### config.mk
export PLATFORM = sky130hd
export DESIGN_NAME = id_ex_stage_reg
export DESIGN_NICKNAME = d
export VERILOG_FILES = /design/src/rtl/id_ex_stage_reg.sv
export SDC_FILE = /design/constraint.sdc
export NUM_CORES = 1
export LEC_CHECK = 0
export BUFFER_PORTS_ARGS = -buffer_cell sky130_fd_sc_hd__buf_2
export CORE_UTILIZATION = 40
export DETAILED_ROUTE_END_ITERATION = 16
export PLACE_DENSITY_LB_ADDON = 0.2
export SETUP_SLACK_MARGIN = 0.05
export SYNTH_ARGS = -nofsm -noshare
export SYNTH_HDL_FRONTEND = slang
export SYNTH_SLANG_ARGS = --single-unit
export TNS_END_PERCENT = 20
### constraint.sdc
create_clock -name clk -period 13.65 [get_ports clk]
set_clock_uncertainty 0.1 [all_clocks]
set_input_delay 1.365 -clock clk [delete_from_list [all_inputs] [get_ports clk]]
set_output_delay 1.365 -clock clk [all_outputs]
set_load 0.05 [all_outputs]
### src/rtl/id_ex_stage_reg.sv
// ID/EX pipeline register: one-cycle capture of decoded control and operands,
// with freeze (hold), flush (bubble) and a saturating bubble counter.
// Optional forwarding source fields are enabled by defining ID_EX_FWD_EN.
module id_ex_stage_reg #(
  parameter int DATA_W = 32,
  parameter int CNT_W  = 16
) (
  input  logic              clk,
  input  logic              rst,
  input  logic              flush,
  input  logic              freeze,
  input  logic [DATA_W-1:0] pc_in,
  input  logic              wb_en_in,
  input  logic              mem_r_en_in,
  input  logic              mem_w_en_in,
  input  logic              b_in,
  input  logic              s_in,
  input  logic              imm_in,
  input  logic [3:0]        exe_cmd_in,
  input  logic [DATA_W-1:0] val_rn_in,
  input  logic [DATA_W-1:0] val_rm_in,
  input  logic [11:0]       shift_operand_in,
  input  logic [23:0]       signed_imm_24_in,
  input  logic [3:0]        dest_in,
  input  logic [3:0]        sr_in,
`ifdef ID_EX_FWD_EN
  input  logic [3:0]        src1_in,
  input  logic [3:0]        src2_in,
  input  logic              two_src_in,
  output logic [3:0]        src1_out,
  output logic [3:0]        src2_out,
  output logic              two_src_out,
`endif
  output logic [DATA_W-1:0] pc_out,
  output logic              wb_en_out,
  output logic              mem_r_en_out,
  output logic              mem_w_en_out,
  output logic              b_out,
  output logic              s_out,
  output logic              imm_out,
  output logic [3:0]        exe_cmd_out,
  output logic [DATA_W-1:0] val_rn_out,
  output logic [DATA_W-1:0] val_rm_out,
  output logic [11:0]       shift_operand_out,
  output logic [23:0]       signed_imm_24_out,
  output logic [3:0]        dest_out,
  output logic [3:0]        sr_out,
  output logic              valid_out,
  output logic [CNT_W-1:0]  bubble_cnt
);

  typedef struct packed {
    logic [DATA_W-1:0] pc;
    logic              wb_en;
    logic              mem_r_en;
    logic              mem_w_en;
    logic              b;
    logic              s;
    logic              imm;
    logic [3:0]        exe_cmd;
    logic [DATA_W-1:0] val_rn;
    logic [DATA_W-1:0] val_rm;
    logic [11:0]       shift_operand;
    logic [23:0]       signed_imm_24;
    logic [3:0]        dest;
    logic [3:0]        sr;
`ifdef ID_EX_FWD_EN
    logic [3:0]        src1;
    logic [3:0]        src2;
    logic              two_src;
`endif
  } stage_t;

  localparam logic [CNT_W-1:0] CNT_MAX = {CNT_W{1'b1}};
  localparam logic [CNT_W-1:0] CNT_ONE = {{(CNT_W-1){1'b0}}, 1'b1};

  stage_t           stage_in_s;
  stage_t           stage_d, stage_q;
  logic             valid_d, valid_q;
  logic [CNT_W-1:0] bubble_cnt_d, bubble_cnt_q;

  assign stage_in_s.pc            = pc_in;
  assign stage_in_s.wb_en         = wb_en_in;
  assign stage_in_s.mem_r_en      = mem_r_en_in;
  assign stage_in_s.mem_w_en      = mem_w_en_in;
  assign stage_in_s.b             = b_in;
  assign stage_in_s.s             = s_in;
  assign stage_in_s.imm           = imm_in;
  assign stage_in_s.exe_cmd       = exe_cmd_in;
  assign stage_in_s.val_rn        = val_rn_in;
  assign stage_in_s.val_rm        = val_rm_in;
  assign stage_in_s.shift_operand = shift_operand_in;
  assign stage_in_s.signed_imm_24 = signed_imm_24_in;
  assign stage_in_s.dest          = dest_in;
  assign stage_in_s.sr            = sr_in;
`ifdef ID_EX_FWD_EN
  assign stage_in_s.src1          = src1_in;
  assign stage_in_s.src2          = src2_in;
  assign stage_in_s.two_src       = two_src_in;
`endif

  // Next-state selection with priority flush > freeze > load.
  always_comb begin
    stage_d      = stage_q;
    valid_d      = valid_q;
    bubble_cnt_d = bubble_cnt_q;
    if (flush) begin
      stage_d = '0;
      valid_d = 1'b0;
      if (bubble_cnt_q != CNT_MAX) begin
        bubble_cnt_d = bubble_cnt_q + CNT_ONE;
      end else begin
        bubble_cnt_d = bubble_cnt_q;
      end
    end else if (freeze) begin
      stage_d = stage_q;
      valid_d = valid_q;
    end else begin
      stage_d = stage_in_s;
      valid_d = 1'b1;
    end
  end

  // Stage state flops, cleared asynchronously.
  always_ff @(posedge clk or posedge rst) begin
    if (rst) begin
      stage_q      <= '0;
      valid_q      <= 1'b0;
      bubble_cnt_q <= '0;
    end else begin
      stage_q      <= stage_d;
      valid_q      <= valid_d;
      bubble_cnt_q <= bubble_cnt_d;
    end
  end

  assign pc_out            = stage_q.pc;
  assign wb_en_out         = stage_q.wb_en;
  assign mem_r_en_out      = stage_q.mem_r_en;
  assign mem_w_en_out      = stage_q.mem_w_en;
  assign b_out             = stage_q.b;
  assign s_out             = stage_q.s;
  assign imm_out           = stage_q.imm;
  assign exe_cmd_out       = stage_q.exe_cmd;
  assign val_rn_out        = stage_q.val_rn;
  assign val_rm_out        = stage_q.val_rm;
  assign shift_operand_out = stage_q.shift_operand;
  assign signed_imm_24_out = stage_q.signed_imm_24;
  assign dest_out          = stage_q.dest;
  assign sr_out            = stage_q.sr;
`ifdef ID_EX_FWD_EN
  assign src1_out          = stage_q.src1;
  assign src2_out          = stage_q.src2;
  assign two_src_out       = stage_q.two_src;
`endif
  assign valid_out         = valid_q;
  assign bubble_cnt        = bubble_cnt_q;

endmodule

==> results of run 1 <==
-- final timing paths --
kind | from | endpoint | cells after the start
max | freeze | shift_operand_out[4]$_DFFE_PP0P_ | 4
min | bubble_cnt[15]$_DFFE_PP0P_ | bubble_cnt[15]$_DFFE_PP0P_ | 1
max reg2reg | bubble_cnt[7]$_DFFE_PP0P_ | bubble_cnt[15]$_DFFE_PP0P_ | 4
min reg2reg | bubble_cnt[15]$_DFFE_PP0P_ | bubble_cnt[15]$_DFFE_PP0P_ | 1
max in group asynchronous | rst | signed_imm_24_out[14]$_DFFE_PP0P_ | 3
min in group asynchronous | rst | signed_imm_24_out[11]$_DFFE_PP0P_ | 2
-- sequential cells by signal, summed over array words and instances (netlist names) --
signal / flops
shift_operand_out: 12
val_rm_out: 32
valid_out: 1
wb_en_out: 1
mem_r_en_out: 1
sr_out: 4
val_rn_out: 32
b_out: 1
signed_imm_24_out: 24
dest_out: 4
bubble_cnt: 16
exe_cmd_out: 4
mem_w_en_out: 1
s_out: 1
pc_out: 32
imm_out: 1
-- per-layer routing --
metal / vias to the layer above / wire [µm] / track usage
li1: 2494 / - / -
met1: 2461 / 7360 / 0.244
met2: 210 / 7970 / 0.316
met3: 22 / 1200 / 0.0602
met4: 0 / 317 / 0.0760
met5: - / 0 / 0
-- layout make-up --
| type | instances | area share |
|---|---|---|
| tap | 220 | 0.0299 |
| antenna | 1 | 0.000272 |
| multi-input combinational | 355 | 0.268 |
| inverter | 5 | 0.00258 |
| timing repair buffer | 323 | 0.178 |
| clock buffer | 17 | 0.0462 |
| sequential | 167 | 0.454 |
| clock inverter | 14 | 0.0215 |
-- stage by stage --
stage,instances,instance area [µm²],setup WS [ps],hold slack [ps]
finish,1102,9200,10470,400
global placement,1070,8580,10010,387
floorplan,561,6810,7670,651
detailed placement,1070,8580,9980,392
global route,1102,9200,10330,439
CTS,1101,9200,10430,405
-- cells in the final DEF, fill, tap and decap left out, drive strengths merged, types with 6 or more instances in the layout --
cell type,count
nor3,6
xor2,7
clkbuf,18
nand4,6
mux2i,150
nor2,154
dfrtp,167
buf,322
inv,10
-- where the power goes --
| part | internal (µW) | switching, µW | total (µW) | leakage (µW) |
|---|---|---|---|---|
| logic | 81.5 | 209 | 290 | 0.00281 |
| clock network | 308 | 204 | 512 | 0.000306 |
| registers | 531 | 29.3 | 560 | 0.00220 |
-- critical path: cells and delay by family --
family | cells | cell delay [ps]
buffers and inverters | 2 | 1570
multiplexers | 1 | 290
AND/OR/NAND/NOR | 1 | 70
-- logic make-up (layout without fill, tap and decap cells) --
group           after synthesis  after routing
compound gates                9              9
xor+xnor                     10             10
fa+ha+maj                     1              1
buf+inv                      39            359
flops                       167            167
mux                         152            152
other cells                   0              1
simple gates                183            183
==> flow_metrics.py, run 1 <==
metrics = {
    "power": {
        "pwr_density_cell_mw_per_mm2": 148,
        "totalPowerFinal_uw": 1360,
        "leakage_uw": 0.00531,
        "vdd_drop_max_mv": 0.0782,
    },
    "timing": {
        "fin_crit_ps": 3180,
        "post-route-period-util": 0.233,
        "post_route_setup_tns_ps": 0,
        "final_setup_violation_count": 0,
        "hold_fails_final_rpt": 0,
        "timing.final.max_slew_violations": 0,
        "worst_pin_slew_ps": 1090,
        "max_slew_margin": 0.275,
        "rsz0062_at_grt": "false",
        "maxClockFrequency_ghz": 0.314,
    },
    "layout": {
        "drive_gt1_frac": 0.410,
        "multi_input_comb_area_mm2": 0.00246,
        "ff_latch_area_mm2": 0.00418,
        "design.final.nets": 1024,
        "fill_cells": 1467,
        "area_growth_pct": 35.2,
        "postLayoutCoreUtil": 0.555,
    },
    "routing": {
        "routed-via-count": 5187,
        "detail_route.vias_per_cell": 4.71,
        "firstDrtPassIters": 4,
        "drc": 0,
        "wirelength_um": 16900,
        "drt_iter0_markers": 199,
        "routedWlPerCell_um": 15.3,
        "detail-route-antenna-nets": 0,
    },
    "global_route": {
        "grt_antenna_before_repair": 1,
        "global_route_wire_length_before_repair_um": 26900,
        "grt_overflow": 0,
        "grt_util_all_layers": 0.195,
        "vias_in_the_first_global_route": 5356,
        "grt_start_max_net_pins": 104,
    },
    "clock_tree": {
        "ctsRootBufferMaster": "clkbuf_16",
        "ctsLongestPathBuffers": 2,
        "number_of_hold_repair_buffers_added_at_the_cts_stage": 0,
        "h-tree-depth": 4,
        "insertion_delay_ps": 420,
        "cts.sinks": 167,
        "cts.repair_timing.setup_buffer_count": 0,
        "clk_pin_slew_worst_paths_ps": 60,
        "cts-buffers-inserted": 17,
        "post_cts.resized_instances": 0,
        "cts_tree": "yes",
    },
    "synthesis": {
        "synth_async_sr_flop_share": 1.00,
        "mappedNetlistNets": 716,
        "post_synth_most_frequent_cells": "dfrtp_1, nor2_1, mux2i_1",
        "cell_area_after_technology_mapping_mm2": 0.00681,
        "post_synth_num_cell_types": 28,
        "synth_top_family_by_area": "multiplexers",
        "synth_edf_count": 0,
        "synthesized_area_fraction_occupied_by_adder_cells": 0.00184,
        "most_frequent_cell_after_synthesis": "dfrtp_1",
        "synth.yosys.warnings": 0,
        "synth-seq-cells": 167,
        "mux_contribution_to_synthesized_area": 0.224,
        "synth_flop_cell": "dfrtp_1",
        "synth_top_area_share": 0.614,
        "fraction_of_the_mapped_netlist_area_in_simple_logic_gates": 0.109,
        "seq_area_frac_synth": 0.614,
        "yosysTopAreaCell": "dfrtp_1",
        "synthesis.instances": 561,
        "synth.top_cells.by_area": "dfrtp_1, mux2i_1, nor2_1",
        "synth-compound-area-share": 0.0138,
        "syn-mean-instance-area_um2": 12.1,
        "post_synth_xor_area_fraction": 0.0129,
    },
    "critical_path": {
        "setup.worst_path.class": "in2reg",
        "critPathCaptureType": "flip-flop",
        "critPathRequiredTime_ps": 13810,
        "cp_slowest_stage_delay_ps": 820,
        "reg2reg_setup_slack_ps": 11720,
        "slowest_stage": "buf_4",
        "cp.arrival_ps": 3340,
        "worstSetupStartpointType": "input port",
        "crit_fanout": 101,
        "worstPathCellList": "clkbuf_8 -> buf_4 -> mux2i_1 -> nor2_1",
    },
    "place": {
        "place.gp.congestion": 0.784,
        "portBuffers": 320,
        "hpwlAfterDp_um": 11500,
    },
    "die": {
        "die_width_um": 132,
        "placeable_core_region_mm2": 0.0166,
        "std_cell_rows": 47,
        "ios": 321,
        "fp.dieArea_mm2": 0.0175,
        "effective_utilization_at_floorplan": 0.410,
        "floorplan.die.height_um": 132,
    },
    "run": {
        "max-cap-violations": 0,
    },
    "worst_hold_path": {
        "worst_hold_path_type": "reg2reg",
    },
    "outcome": {
        "outcome": "finished, final reports clean",
    },
}
(Power assumes the default switching activity.)
==> run 2, diff against run 1 <==
==> constraint.sdc (replaced) <==
create_clock -name clk -period 3.3 [get_ports clk]
set_clock_uncertainty 0.1 [all_clocks]
set_input_delay 0.33 -clock clk [delete_from_list [all_inputs] [get_ports clk]]
set_output_delay 0.33 -clock clk [all_outputs]
set_load 0.05 [all_outputs]
==> run 2 against run 1 <==
Sequential share of layout area shrank 0.39 points. Via count increased by 1.1%. Critical path type is now reg2reg. Largest cell class unchanged. Combinational power grew to 4.2 times the previous value. Non-clock buffer count is 6 higher.
==> flow_metrics.py, run 2 (synthesis gave the netlist of run 1 again) <==
metrics = {
    "die": {
        "floorplan.die.height_um": 132,
        "ios": 321,
        "die_width_um": 132,
        "placeable_core_region_mm2": 0.0166,
        "effective_utilization_at_floorplan": 0.410,
        "fp.dieArea_mm2": 0.0175,
        "std_cell_rows": 47,
    },
    "critical_path": {
        "crit_path_end": "bubble_cnt[15]$_DFFE_PP0P_",
        "critPathRequiredTime_ps": 3480,
        "cp.arrival_ps": 2030,
        "worstSetupStartpointType": "flip-flop",
        "crit_fanout": 7,
        "worstSetupStartpoint": "bubble_cnt[8]$_DFFE_PP0P_",
        "critPathCaptureType": "flip-flop",
        "setup.worst_path.class": "reg2reg",
        "worst_r2r_startpoint": "bubble_cnt[8]$_DFFE_PP0P_",
        "reg2reg_depth": 4,
        "reg2reg_setup_slack_ps": 1450,
        "regToRegEndpoint": "bubble_cnt[15]$_DFFE_PP0P_",
    },
    "timing": {
        "rsz0062_at_grt": "false",
        "hold_fails_final_rpt": 0,
        "fin_crit_ps": 1850,
        "maxClockFrequency_ghz": 0.541,
        "post-route-period-util": 0.560,
        "post_route_setup_tns_ps": 0,
        "hold_ws_ps": 43.7,
        "timing.final.max_slew_violations": 0,
        "final_setup_violation_count": 0,
        "worst_pin_slew_ps": 623,
        "max_slew_margin": 0.585,
    },
    "routing": {
        "firstDrtPassIters": 4,
        "routed-via-count": 5245,
        "detail-route-antenna-nets": 0,
        "wirelength_um": 16900,
        "drc": 0,
        "detail_route.vias_per_cell": 4.74,
        "drt_iter0_markers": 283,
        "routedWlPerCell_um": 15.3,
    },
    "layout": {
        "antennaDiodeCount": 0,
        "postLayoutCoreUtil": 0.560,
        "ff_latch_area_mm2": 0.00418,
        "area_growth_pct": 36.3,
        "fill_cells": 1505,
        "design.final.nets": 1030,
        "mostFrequentLayoutCell": "buf_2",
        "drive_gt1_frac": 0.412,
        "layout_common_cells": "buf_2, dfrtp_1, nor2_1, mux2i_1, clkbuf_16",
        "multi_input_comb_area_mm2": 0.00246,
        "layout.cells.non_filler": 1106,
    },
    "clock_tree": {
        "insertion_delay_ps": 420,
        "cts_tree": "yes",
        "cts.sinks": 167,
        "ctsLongestPathBuffers": 2,
        "cts.repair_timing.setup_buffer_count": 0,
        "h-tree-depth": 4,
        "number_of_hold_repair_buffers_added_at_the_cts_stage": 1,
        "cts-buffers-inserted": 17,
        "clk_pin_slew_worst_paths_ps": 70,
        "post_cts.resized_instances": 0,
        "ctsRootBufferMaster": "clkbuf_16",
    },
    "outcome": {
        "outcome": "finished, final reports clean",
    },
    "global_route": {
        "grt_util_all_layers": 0.197,
        "global_route_wire_length_before_repair_um": 27000,
        "vias_in_the_first_global_route": 5231,
        "grt_antenna_before_repair": 1,
        "grt_overflow": 0,
        "grt_start_max_net_pins": 100,
    },
    "place": {
        "portBuffers": 320,
        "place.gp.congestion": 0.787,
        "placed_cells": 1075,
        "hpwlAfterDp_um": 11900,
    },
    "worst_hold_path": {
        "instance_count_along_the_most_critical_hold_path": 3,
        "worst_hold_path_type": "in2reg",
    },
    "power": {
        "totalPowerFinal_uw": 5600,
        "pwr_density_cell_mw_per_mm2": 603,
        "leakage_uw": 0.00534,
        "vdd_drop_max_mv": 0.305,
    },
    "run": {
        "max-cap-violations": 0,
    },
}
## run 2: cell count changes in the layout (fill, tap and decap cells not counted), sizes merged, moves of 2 or more
cell | previous run | this run
clkinv | 4 | 2
buf | 322 | 327
clkbuf | 18 | 22
inv | 10 | 6
clkinvlp | 1 | 3
## run 2: layout make-up
class / instances / area share
Clock buffer: 21 / 0.0518
Clock inverter: 9 / 0.0151
Timing Repair Buffer: 329 / 0.185
Multi-Input combinational cell: 355 / 0.265
Sequential cell: 167 / 0.450
Tap cell: 220 / 0.0297
Inverter: 5 / 0.00243
## run 2: metrics by stage
stage | worst slack (ps) | cell area [µm²]
6_report | 1450 | 9280
2_1_floorplan | 743 | 6810
3_3_place_gp | 1370 | 8650
5_1_grt | 1330 | 9280
3_5_place_dp | 1370 | 8650
4_1_cts | 1450 | 9280
## run 2: worst min-delay path by stage
stage | start | end | slack (ps)
floorplan | b_in | b_out$_DFFE_PP0P_ | 380
global placement | bubble_cnt[15]$_DFFE_PP0P_ | bubble_cnt[15]$_DFFE_PP0P_ | 380
detailed placement | bubble_cnt[15]$_DFFE_PP0P_ | bubble_cnt[15]$_DFFE_PP0P_ | 380
CTS | val_rn_in[7] | val_rn_out[7]$_DFFE_PP0P_ | 30
global route | signed_imm_24_in[19] | signed_imm_24_out[19]$_DFFE_PP0P_ | 40
finish | val_rm_in[3] | val_rm_out[3]$_DFFE_PP0P_ | 40
## run 2: metal layers
| metal | track usage | vias up | wire [µm] | part of all wire |
|---|---|---|---|---|
| met2 | 0.320 | 216 | 8150 | 0.48 |
| met4 | 0.0849 | 2 | 384 | 0.023 |
| li1 | - | 2506 | - | - |
| met3 | 0.0563 | 29 | 1190 | 0.071 |
| met5 | 0 | - | 13 | 0.00077 |
| met1 | 0.246 | 2492 | 7180 | 0.42 |
## run 2: report_power, final
group          internal, µW  total (µW)  leakage, µW  switching (µW)
Clock                  1270        2070     0.000298             803
Combinational           343        1210      0.00284             865
Sequential             2200        2320      0.00220             123
## run 2: critical path, stage by stage (launching register included)
cell	delay, ps
dfrtp_1	460
nand4_1	300
o41ai_4	570
nor4_1	130
xor2_1	160
